--- config.mk ---
export PLATFORM = sky130hd
export DESIGN_NAME = lsq_scheduler
export DESIGN_NICKNAME = d
export VERILOG_FILES = /design/src/rtl/lsq_scheduler.sv
export SDC_FILE = /design/constraint.sdc
export NUM_CORES = 1
export LEC_CHECK = 0
export CORE_ASPECT_RATIO = 0.5
export CORE_UTILIZATION = 46
export CTS_CLUSTER_DIAMETER = 150
export DETAILED_ROUTE_END_ITERATION = 6
export PLACE_DENSITY = 0.67
export REMOVE_ABC_BUFFERS = 1
export SYNTH_ARGS = -nofsm -noshare
export SYNTH_HDL_FRONTEND = slang
export SYNTH_SLANG_ARGS = --single-unit
--- constraint.sdc ---
create_clock -name clk_i -period 4.25 [get_ports clk_i]
set_input_delay 1.275 -clock clk_i [delete_from_list [all_inputs] [get_ports clk_i]]
set_output_delay 1.275 -clock clk_i [all_outputs]
set_load 0.05 [all_outputs]
--- src/rtl/lsq_scheduler.sv ---
// In-order load/store queue scheduler with a single outstanding data-memory access.
// Define LSQ_MISALIGN_CHECK_EN to trap misaligned halfword/word accesses instead of issuing them.
module lsq_scheduler #(
  parameter int unsigned C_XLEN   = 32,
  parameter int unsigned C_QDEPTH = 4
) (
  input  logic              clk_i,
  input  logic              resetb_i,
  input  logic              clk_en_i,
  input  logic              ex_lq_wr_i,
  input  logic              ex_sq_wr_i,
  input  logic [2:0]        ex_funct3_i,
  input  logic [4:0]        ex_regd_addr_i,
  input  logic [C_XLEN-1:0] ex_regs2_data_i,
  input  logic [C_XLEN-1:0] ex_addr_i,
  output logic              lq_full_o,
  output logic              sq_full_o,
  output logic              dmem_req_o,
  output logic              dmem_we_o,
  output logic [C_XLEN-1:0] dmem_addr_o,
  output logic [3:0]        dmem_be_o,
  output logic [C_XLEN-1:0] dmem_wdata_o,
  input  logic              dmem_ack_i,
  input  logic [C_XLEN-1:0] dmem_rdata_i,
  output logic              wb_regd_wr_o,
  output logic [4:0]        wb_regd_addr_o,
  output logic [C_XLEN-1:0] wb_regd_data_o,
  output logic              misalign_o,
  output logic [C_XLEN-1:0] misalign_addr_o
);
  localparam int unsigned Aw = $clog2(C_QDEPTH);
  localparam logic [1:0] StIdle = 2'd0, StIssue = 2'd1, StWb = 2'd2;

  logic [2:0]        lq_f3_q   [C_QDEPTH];
  logic [4:0]        lq_rd_q   [C_QDEPTH];
  logic [C_XLEN-1:0] lq_addr_q [C_QDEPTH];
  logic [3:0]        lq_tag_q  [C_QDEPTH];
  logic [2:0]        sq_f3_q   [C_QDEPTH];
  logic [C_XLEN-1:0] sq_data_q [C_QDEPTH];
  logic [C_XLEN-1:0] sq_addr_q [C_QDEPTH];
  logic [3:0]        sq_tag_q  [C_QDEPTH];

  logic [Aw-1:0]     lq_wp_q, lq_rp_q, sq_wp_q, sq_rp_q;
  logic [Aw:0]       lq_cnt_q, sq_cnt_q;
  logic [3:0]        seq_q;
  logic [1:0]        state_q, state_d;
  logic              sel_st_q, dmem_we_q;
  logic [2:0]        f3_q;
  logic [1:0]        alo_q;
  logic [4:0]        wb_rd_q;
  logic [3:0]        be_q;
  logic [C_XLEN-1:0] dmem_addr_q, dmem_wdata_q, wb_data_q;

  logic              lq_empty, sq_empty, ld_older, pick_st, sel_mis;
  logic              idle_go, issue, mis_pop, ack;
  logic              lq_pop, sq_pop, lq_push, sq_push;
  logic [3:0]        tag_diff, sel_be;
  logic [2:0]        sel_f3;
  logic [C_XLEN-1:0] sel_addr, ld_ext;
  logic [31:0]       sel_wd, sd, rword, rbyte_sh, rhalf_sh;
  logic [7:0]        rbyte;
  logic [15:0]       rhalf;

  assign lq_empty  = (lq_cnt_q == '0);
  assign sq_empty  = (sq_cnt_q == '0);
  assign lq_full_o = (lq_cnt_q == (Aw+1)'(C_QDEPTH));
  assign sq_full_o = (sq_cnt_q == (Aw+1)'(C_QDEPTH));

  // Wrap-aware age: the load head is older iff (store_tag - load_tag) mod 16 is in 1..7.
  assign tag_diff = sq_tag_q[sq_rp_q] - lq_tag_q[lq_rp_q];
  assign ld_older = (tag_diff != 4'd0) && !tag_diff[3];
  assign pick_st  = sq_empty ? 1'b0 : (lq_empty || !ld_older);
  assign sel_f3   = pick_st ? sq_f3_q[sq_rp_q] : lq_f3_q[lq_rp_q];
  assign sel_addr = pick_st ? sq_addr_q[sq_rp_q] : lq_addr_q[lq_rp_q];
  assign sd       = sq_data_q[sq_rp_q][31:0];

`ifdef LSQ_MISALIGN_CHECK_EN
  logic              mis_q;
  logic [C_XLEN-1:0] mis_addr_q;

  assign sel_mis = ((sel_f3[1:0] == 2'b01) && sel_addr[0]) ||
                   ((sel_f3[1:0] == 2'b10) && (sel_addr[1:0] != 2'b00));

  always_ff @(posedge clk_i or negedge resetb_i) begin
    if (!resetb_i) begin
      mis_q      <= 1'b0;
      mis_addr_q <= '0;
    end else if (clk_en_i) begin
      mis_q <= mis_pop;
      if (mis_pop) mis_addr_q <= sel_addr;
    end
  end

  assign misalign_o      = mis_q;
  assign misalign_addr_o = mis_addr_q;
`else
  assign sel_mis         = 1'b0;
  assign misalign_o      = 1'b0;
  assign misalign_addr_o = '0;
`endif

  assign idle_go = (state_q == StIdle) && (!lq_empty || !sq_empty);
  assign issue   = idle_go && !sel_mis;
  assign mis_pop = idle_go && sel_mis;
  assign ack     = (state_q == StIssue) && dmem_ack_i;
  assign lq_pop  = (ack && !sel_st_q) || (mis_pop && !pick_st);
  assign sq_pop  = (ack && sel_st_q) || (mis_pop && pick_st);
  // A store wins when both enqueue strobes are high; a full queue still accepts during a pop.
  assign sq_push = ex_sq_wr_i && (!sq_full_o || sq_pop);
  assign lq_push = ex_lq_wr_i && !ex_sq_wr_i && (!lq_full_o || lq_pop);

  // Byte-enable bit i covers byte address i; lanes shifted past bit 3 are dropped.
  always_comb begin
    sel_be = 4'b1111;
    sel_wd = sd;
    case (sel_f3[1:0])
      2'b00: begin
        sel_be = 4'b0001 << sel_addr[1:0];
        sel_wd = {4{sd[7:0]}};
      end
      2'b01: begin
        sel_be = 4'b0011 << sel_addr[1:0];
        sel_wd = {2{sd[15:0]}};
      end
      default: ;
    endcase
  end

  // Read data places byte address 0 in the most significant lane.
  always_comb begin
    rword    = dmem_rdata_i[31:0];
    rbyte_sh = rword << {alo_q, 3'b000};
    rhalf_sh = rword << {alo_q[1], 4'b0000};
    rbyte    = rbyte_sh[31:24];
    rhalf    = rhalf_sh[31:16];
    case (f3_q)
      3'b000:  ld_ext = {{(C_XLEN-8){rbyte[7]}}, rbyte};
      3'b001:  ld_ext = {{(C_XLEN-16){rhalf[15]}}, rhalf};
      3'b100:  ld_ext = {{(C_XLEN-8){1'b0}}, rbyte};
      3'b101:  ld_ext = {{(C_XLEN-16){1'b0}}, rhalf};
      default: ld_ext = C_XLEN'(rword);
    endcase
  end

  always_comb begin
    state_d = state_q;
    case (state_q)
      StIdle:  if (issue) state_d = StIssue;
      StIssue: if (dmem_ack_i) state_d = sel_st_q ? StIdle : StWb;
      StWb:    state_d = StIdle;
      default: state_d = StIdle;
    endcase
  end

  always_ff @(posedge clk_i) begin
    if (clk_en_i && lq_push) begin
      lq_f3_q[lq_wp_q]   <= ex_funct3_i;
      lq_rd_q[lq_wp_q]   <= ex_regd_addr_i;
      lq_addr_q[lq_wp_q] <= ex_addr_i;
      lq_tag_q[lq_wp_q]  <= seq_q;
    end
    if (clk_en_i && sq_push) begin
      sq_f3_q[sq_wp_q]   <= ex_funct3_i;
      sq_data_q[sq_wp_q] <= ex_regs2_data_i;
      sq_addr_q[sq_wp_q] <= ex_addr_i;
      sq_tag_q[sq_wp_q]  <= seq_q;
    end
  end

  always_ff @(posedge clk_i or negedge resetb_i) begin
    if (!resetb_i) begin
      state_q      <= StIdle;
      lq_wp_q      <= '0;
      lq_rp_q      <= '0;
      sq_wp_q      <= '0;
      sq_rp_q      <= '0;
      lq_cnt_q     <= '0;
      sq_cnt_q     <= '0;
      seq_q        <= '0;
      sel_st_q     <= 1'b0;
      dmem_we_q    <= 1'b0;
      f3_q         <= '0;
      alo_q        <= '0;
      wb_rd_q      <= '0;
      be_q         <= '0;
      dmem_addr_q  <= '0;
      dmem_wdata_q <= '0;
      wb_data_q    <= '0;
    end else if (clk_en_i) begin
      state_q  <= state_d;
      if (lq_push) lq_wp_q <= lq_wp_q + Aw'(1);
      if (lq_pop)  lq_rp_q <= lq_rp_q + Aw'(1);
      if (sq_push) sq_wp_q <= sq_wp_q + Aw'(1);
      if (sq_pop)  sq_rp_q <= sq_rp_q + Aw'(1);
      lq_cnt_q <= lq_cnt_q + (Aw+1)'(lq_push) - (Aw+1)'(lq_pop);
      sq_cnt_q <= sq_cnt_q + (Aw+1)'(sq_push) - (Aw+1)'(sq_pop);
      if (lq_push || sq_push) seq_q <= seq_q + 4'd1;
      if (issue) begin
        sel_st_q     <= pick_st;
        dmem_we_q    <= pick_st;
        f3_q         <= sel_f3;
        alo_q        <= sel_addr[1:0];
        be_q         <= sel_be;
        dmem_addr_q  <= {sel_addr[C_XLEN-1:2], 2'b00};
        dmem_wdata_q <= pick_st ? C_XLEN'(sel_wd) : '0;
        if (!pick_st) wb_rd_q <= lq_rd_q[lq_rp_q];
      end
      if (ack && !sel_st_q) wb_data_q <= ld_ext;
    end
  end

  assign dmem_req_o     = (state_q == StIssue);
  assign dmem_we_o      = dmem_we_q;
  assign dmem_addr_o    = dmem_addr_q;
  assign dmem_be_o      = be_q;
  assign dmem_wdata_o   = dmem_wdata_q;
  assign wb_regd_wr_o   = (state_q == StWb) && (wb_rd_q != 5'd0);
  assign wb_regd_addr_o = wb_rd_q;
  assign wb_regd_data_o = wb_data_q;

endmodule

---- Yosys cells after proc, flatten, opt, wreduce, memory -nomap -nowiden ----
Memories as Yosys holds them, arrays and structs flattened. A register that Yosys moved wholly into a read port is not among the register bits.
Cells that the tools add are included.
Widths: inputs -> output; s select.
operators by class
  add/subtract/negate cells ............... 10
  multiply operators ...................... 0
  divide/modulo/power cells ............... 0
  magnitude comparators ................... 0
  equal/unequal tests ..................... 10
  shifts and indexed selects .............. 4
  mux-type cells .......................... 15
  bitwise logic cells ..................... 1
  reduce and logical (&&, ||, !) cells .... 40
operators by type and width
  operator             number
  $pmux 32 s4          1
  $mux 32              2
  $pmux 32 s2          1
  $shl 32x5->32        2
  $eq 3x3->1 const B   4
  $reduce_and 2->1     6
  $logic_and 1x1->1    11
  $logic_not 1->1      9
  $logic_not 3->1      3
  $add 2x1->2 const B  4
  $pmux 4 s2           1
  $add 3x1->3          2
  $mux 2               3
  $reduce_and 3->1     2
  $sub 3x1->3          2
  $logic_or 1x1->1     5
  $mux 1               5
  $reduce_bool 5->1    1
  $add 4x1->4 const B  1
  $eq 2x1->1 const B   2
  $logic_not 2->1      2
  $pmux 2 s2           1
  $reduce_bool 4->1    1
  $shl 1x2->4 const A  1
  other kinds (8)      8
storage, ports and cells
  register bits ........................... 124
  latch bits .............................. 0
  RAM bits ................................ 460
  bits in read-only memories .............. 0
  input bits .............................. 110
  output and inout bits ................... 143
  word-level logic and storage cells ...... 103
  memories kept ........................... 8
memory list
  memory           words  bits a word  rd ports  clocked after Yosys merged registers in  wr ports  RTL line  source
  lq_addr_q        4      32           1         0                                        1         36        logic [C_XLEN-1:0] lq_addr_q [C_QDEPTH];
  sq_addr_q        4      32           1         0                                        1         40        logic [C_XLEN-1:0] sq_addr_q [C_QDEPTH];
  sq_data_q        4      32           1         0                                        1         39        logic [C_XLEN-1:0] sq_data_q [C_QDEPTH];
  lq_rd_q          4      5            1         1                                        1         35        logic [4:0] lq_rd_q [C_QDEPTH];
  lq_tag_q         4      4            1         0                                        1         37        logic [3:0] lq_tag_q [C_QDEPTH];
  sq_tag_q         4      4            1         0                                        1         41        logic [3:0] sq_tag_q [C_QDEPTH];
  2 more memories  n/a    n/a          n/a       n/a                                      n/a       n/a

---- Longest topological paths before layout ----
An unclocked memory read counts as a cell.
  depth in word-level cells ............... 11
  gate-level depth with buffers ........... 16
  mapped depth without buffers ............ 12

---- Worst setup path after synthesis ----
OpenSTA, ideal clock, no wires.
  path kind ............................... input-to-reg
  start ................................... in clk_en_i
  end ..................................... mem sq_addr_q[0][0], enable pin
  arrival time ............................ 3.611 ns
  data required time ...................... 3.813 ns
  path slack .............................. 0.202 ns
  stages .................................. 4
  buffers on the path ..................... 1
  cell sequence ........................... clkbuf_1 > nand2_1 > a21oi_1 > and2_1
on the way
  longest elaborated chain between the ends .. 3
RTL lines
  item                          RTL line  source
  start: declaration            9         input logic clk_en_i,
  $logic_and 1x1->1             162       if (clk_en_i && sq_push) begin
  $mux 1                        162
  $mux 1 (not written as such)  165       sq_addr_q[sq_wp_q] <= ex_addr_i;
  end: declaration              40
Every way passes these cells.

---- Worst setup path in the final report ----
  start ................................... reg wb_rd_q[0] (netlist: wb_regd_addr_o[0]), read port of lq_rd_q
  end ..................................... out wb_regd_wr_o
on the way
  longest elaborated chain between the ends .. 2
RTL lines
  item                RTL line  source
  start: declaration  50        logic [4:0] wb_rd_q;
  $reduce_bool 5->1   217       assign wb_regd_wr_o = (state_q == StWb) && (wb_rd_q != 5'd0);
  $logic_and 1x1->1   217
  end: declaration    25        output logic wb_regd_wr_o,
Every way passes these cells.

==> impl_metrics.yaml <==
critical_path:
  critPathLaunch: "wb_regd_addr_o[0]$_DFFE_PN0P_"
  critPathCapture: "wb_regd_wr_o"
  required_ns: 2.97
  crit_path_end_kind: "output port"
  path_max_fanout: 3
  arrival_ns: 2.55
  reg2reg_depth: 10
  rr_endpoint: "dmem_addr_o[19]$_DFFE_PN0P_"
  critical_path_class: "flip-flop to output port"
  r2r_slack_ns: 0.56
  worstSetupStartpointType: "flip-flop"
  worstReg2RegStart: "sq_rp_q[1]$_DFFE_PN0P_"
global_route:
  antenna_found_initial: 3
  grt_pass1_vias: 13040
  grt_max_degree: 95
  track_usage_pct: 19.90
  grt_pass1_wl_um: 77890
  grt-ovfl-total: 0
clock_tree:
  cts.sinks: 589
  cts_buffers: 52
  cts_tree: "done"
  hold_buffers: 0
  post_cts_buffers: 0
  cts-resized-gates: 0
  cts_root_buffer: "clkbuf_16"
  htree_levels: 2
  clock_latency_ns: 0.58
  cts.reportedPaths.clkPinSlew_ns: 0.06
  clockBufferDepth: 3
yosys:
  synth_area_leaders: "edfxtp_1 (59%), dfrtp_1 (14%), mux4_2 (11%)"
  async_flop_share_pct: 21.90
  netlist_instances: 1329
  synthDistinctLibCells: 55
  yosys.area.top_type_share_pct: 59.01
  synth_area_per_cell_um2: 17.61
  yosysSeqAreaShare_pct: 72.80
  netlist_top_cells_count: "edfxtp_1 (460), dfrtp_1 (129), nand2_1 (127)"
  syn-cell-area_um2: 23410
  yosys_warnings: 0
  synth.most_common_cell: "edfxtp_1"
  synth_edf_count: 460
  synth_largest_area_cell: "edfxtp_1"
  ys_ff_latch: 589
  ys.flop_type: "edfxtp_1"
routing:
  drt_pre_antenna_iters: 5
  vias: 12490
  wl_per_cell_um: 22.19
  ant_nets: 0
  routed_wl_um: 51080
  avgViaCountPerCell: 5.425
  drtIter0Drc: 1090
  route.detailed.drc: 0
sta:
  holdWs_ns: 0.4720
  relSlewSlack_pct: 25.33
  rsz0062_at_grt: "no"
  fmax_ghz: 0.2611
  worst_slew_pin_slew_ns: 1.120
  slew_violations: 0
  setup_violations: 0
  hold_viol: 0
  period_share_pct: 90.11
  skew_ns: 0.02656
  final.setup.tns_ns: 0
  period_needed_ns: 3.829
finish:
  syn_to_final_growth_pct: 20.08
  design_area_um2: 28110
  finalCoreUtilization_pct: 55.97
  drive_above_1_share_pct: 16.09
  nets: 1696
pwr:
  netSwitchingFraction_pct: 37.75
  clkPwrFrac_pct: 21.4
  pwr-share-seq_pct: 37.0
  p_leak_nw: 9.916
  p_switching_mw: 8.131
  ir_drop_mv: 0.9115
  p_per_area_nw_per_um2: 766.3
  pwr-share-comb_pct: 41.6
  p_int_mw: 13.41
die:
  ios: 253
  die_w_um: 321.0
  start_util_pct: 46.61
  die_area_um2: 51850
  core_area_um2: 50220
  die_y_um: 161.5
  rows: 58
placement:
  portBuffers: 217
  dpl-instance-area_um2: 26430
  gp_congestion: 0.8998
  dp_hpwl_um: 31750
status:
  outcome: "complete, no violations"
worst_hold_path:
  hold_path.class: "flip-flop to flip-flop"
flow_run:
  drv_cap: 0
-- area by class of cell --
class	instances	area [um2]
Sequential cell	589	17050
Tap cell	690	863.3
Timing Repair Buffer	256	2579
Clock buffer	71	1465
Antenna cell	2	5.005
Inverter	23	86.33
Fill cell	3868	22110
Clock inverter	24	212.7
Multi-Input combinational cell	647	5843
-- layer usage --
metal	vias up	global-route usage, %	wire length (um)
met5	-	0	0
met4	0	6.126	1432
met3	96	2.821	2153
met2	348	34.86	26280
met1	6487	25.88	21210
li1	5558	-	-
-- sequential cells by signal, indices dropped and copies added, names as in the netlist, 5 cells and up --
name and flops:
dmem_wdata_o 32, lq_addr_q 128, lq_rd_q 20, lq_tag_q 16, sq_f3_q 12, lq_f3_q 12
sq_addr_q 128, sq_data_q 128, wb_regd_addr_o 5, sq_tag_q 16, dmem_addr_o 30, wb_regd_data_o 32
-- worst max-delay path, cell delays in order, from the launching register on --
cell,delay (ns)
dfrtp_1,0.44
nor3_1,0.62
a211oi_1,0.18
clkdlybuf4s50_1,0.74
-- cells by family (layout without fill, tap and decap cells) --
family,count (synthesis),count (layout),synth area share (%)
flops,589,589,72.80
xor+xnor,15,15,0.6254
other cells,1,37,0.01602
mux,181,181,13.95
compound gates,181,181,4.704
fa+ha+maj,17,17,1.005
simple gates,218,218,4.020
buf+inv,127,374,2.876
-- worst min-delay path by stage --
stage,start,cells after the start,endpoint,slack [ns]
after floorplan,lq_cnt_q[2]$_DFFE_PN0P_,1,lq_cnt_q[2]$_DFFE_PN0P_,0.46
after global placement,dmem_wdata_o[15]$_DFFE_PN0P_,2,dmem_wdata_o[15]$_DFFE_PN0P_,0.46
after detailed placement,dmem_wdata_o[15]$_DFFE_PN0P_,2,dmem_wdata_o[15]$_DFFE_PN0P_,0.47
after CTS,dmem_wdata_o[15]$_DFFE_PN0P_,2,dmem_wdata_o[15]$_DFFE_PN0P_,0.48
after global routing,dmem_wdata_o[3]$_DFFE_PN0P_,2,dmem_wdata_o[3]$_DFFE_PN0P_,0.50
final,dmem_wdata_o[22]$_DFFE_PN0P_,2,dmem_wdata_o[22]$_DFFE_PN0P_,0.47
-- power groups by stage --
stage	sequential (mW)	clock, mW	combinational (mW)
floorplan	9.73	0	4.20
global placement	8.02	0	8.80
detailed placement	8.09	0	9.00
CTS	7.98	4.70	9.06
global route	8.08	4.91	9.55
finish	7.97	4.62	8.96
-- metrics by stage --
stage               total power [mW]  setup slack [ns]  instances
detailed placement             17.09            0.5065       2205
floorplan                      13.93            -3.279       1259
finish                         21.54            0.4205       2302
global route                   22.54            0.3431       2302
global placement               16.83            0.5872       2205
CTS                            21.73            0.3586       2300
-- placed cells by master (no fill, tap or decap), types with 12 or more instances in the layout --
cell / n
clkbuf_16: 54
buf_4: 30
clkbuf_1: 12
o31ai_1: 18
nand2_1: 127
mux2i_1: 54
ha_1: 14
conb_1: 35
a21oi_1: 44
nor2_1: 43
edfxtp_1: 460
o22ai_1: 13
o21ai_0: 63
mux4_2: 115
inv_1: 23
dfrtp_1: 125
mux2_2: 12
clkdlybuf4s50_1: 216
Note: power is estimated with default switching activity, not from simulation.
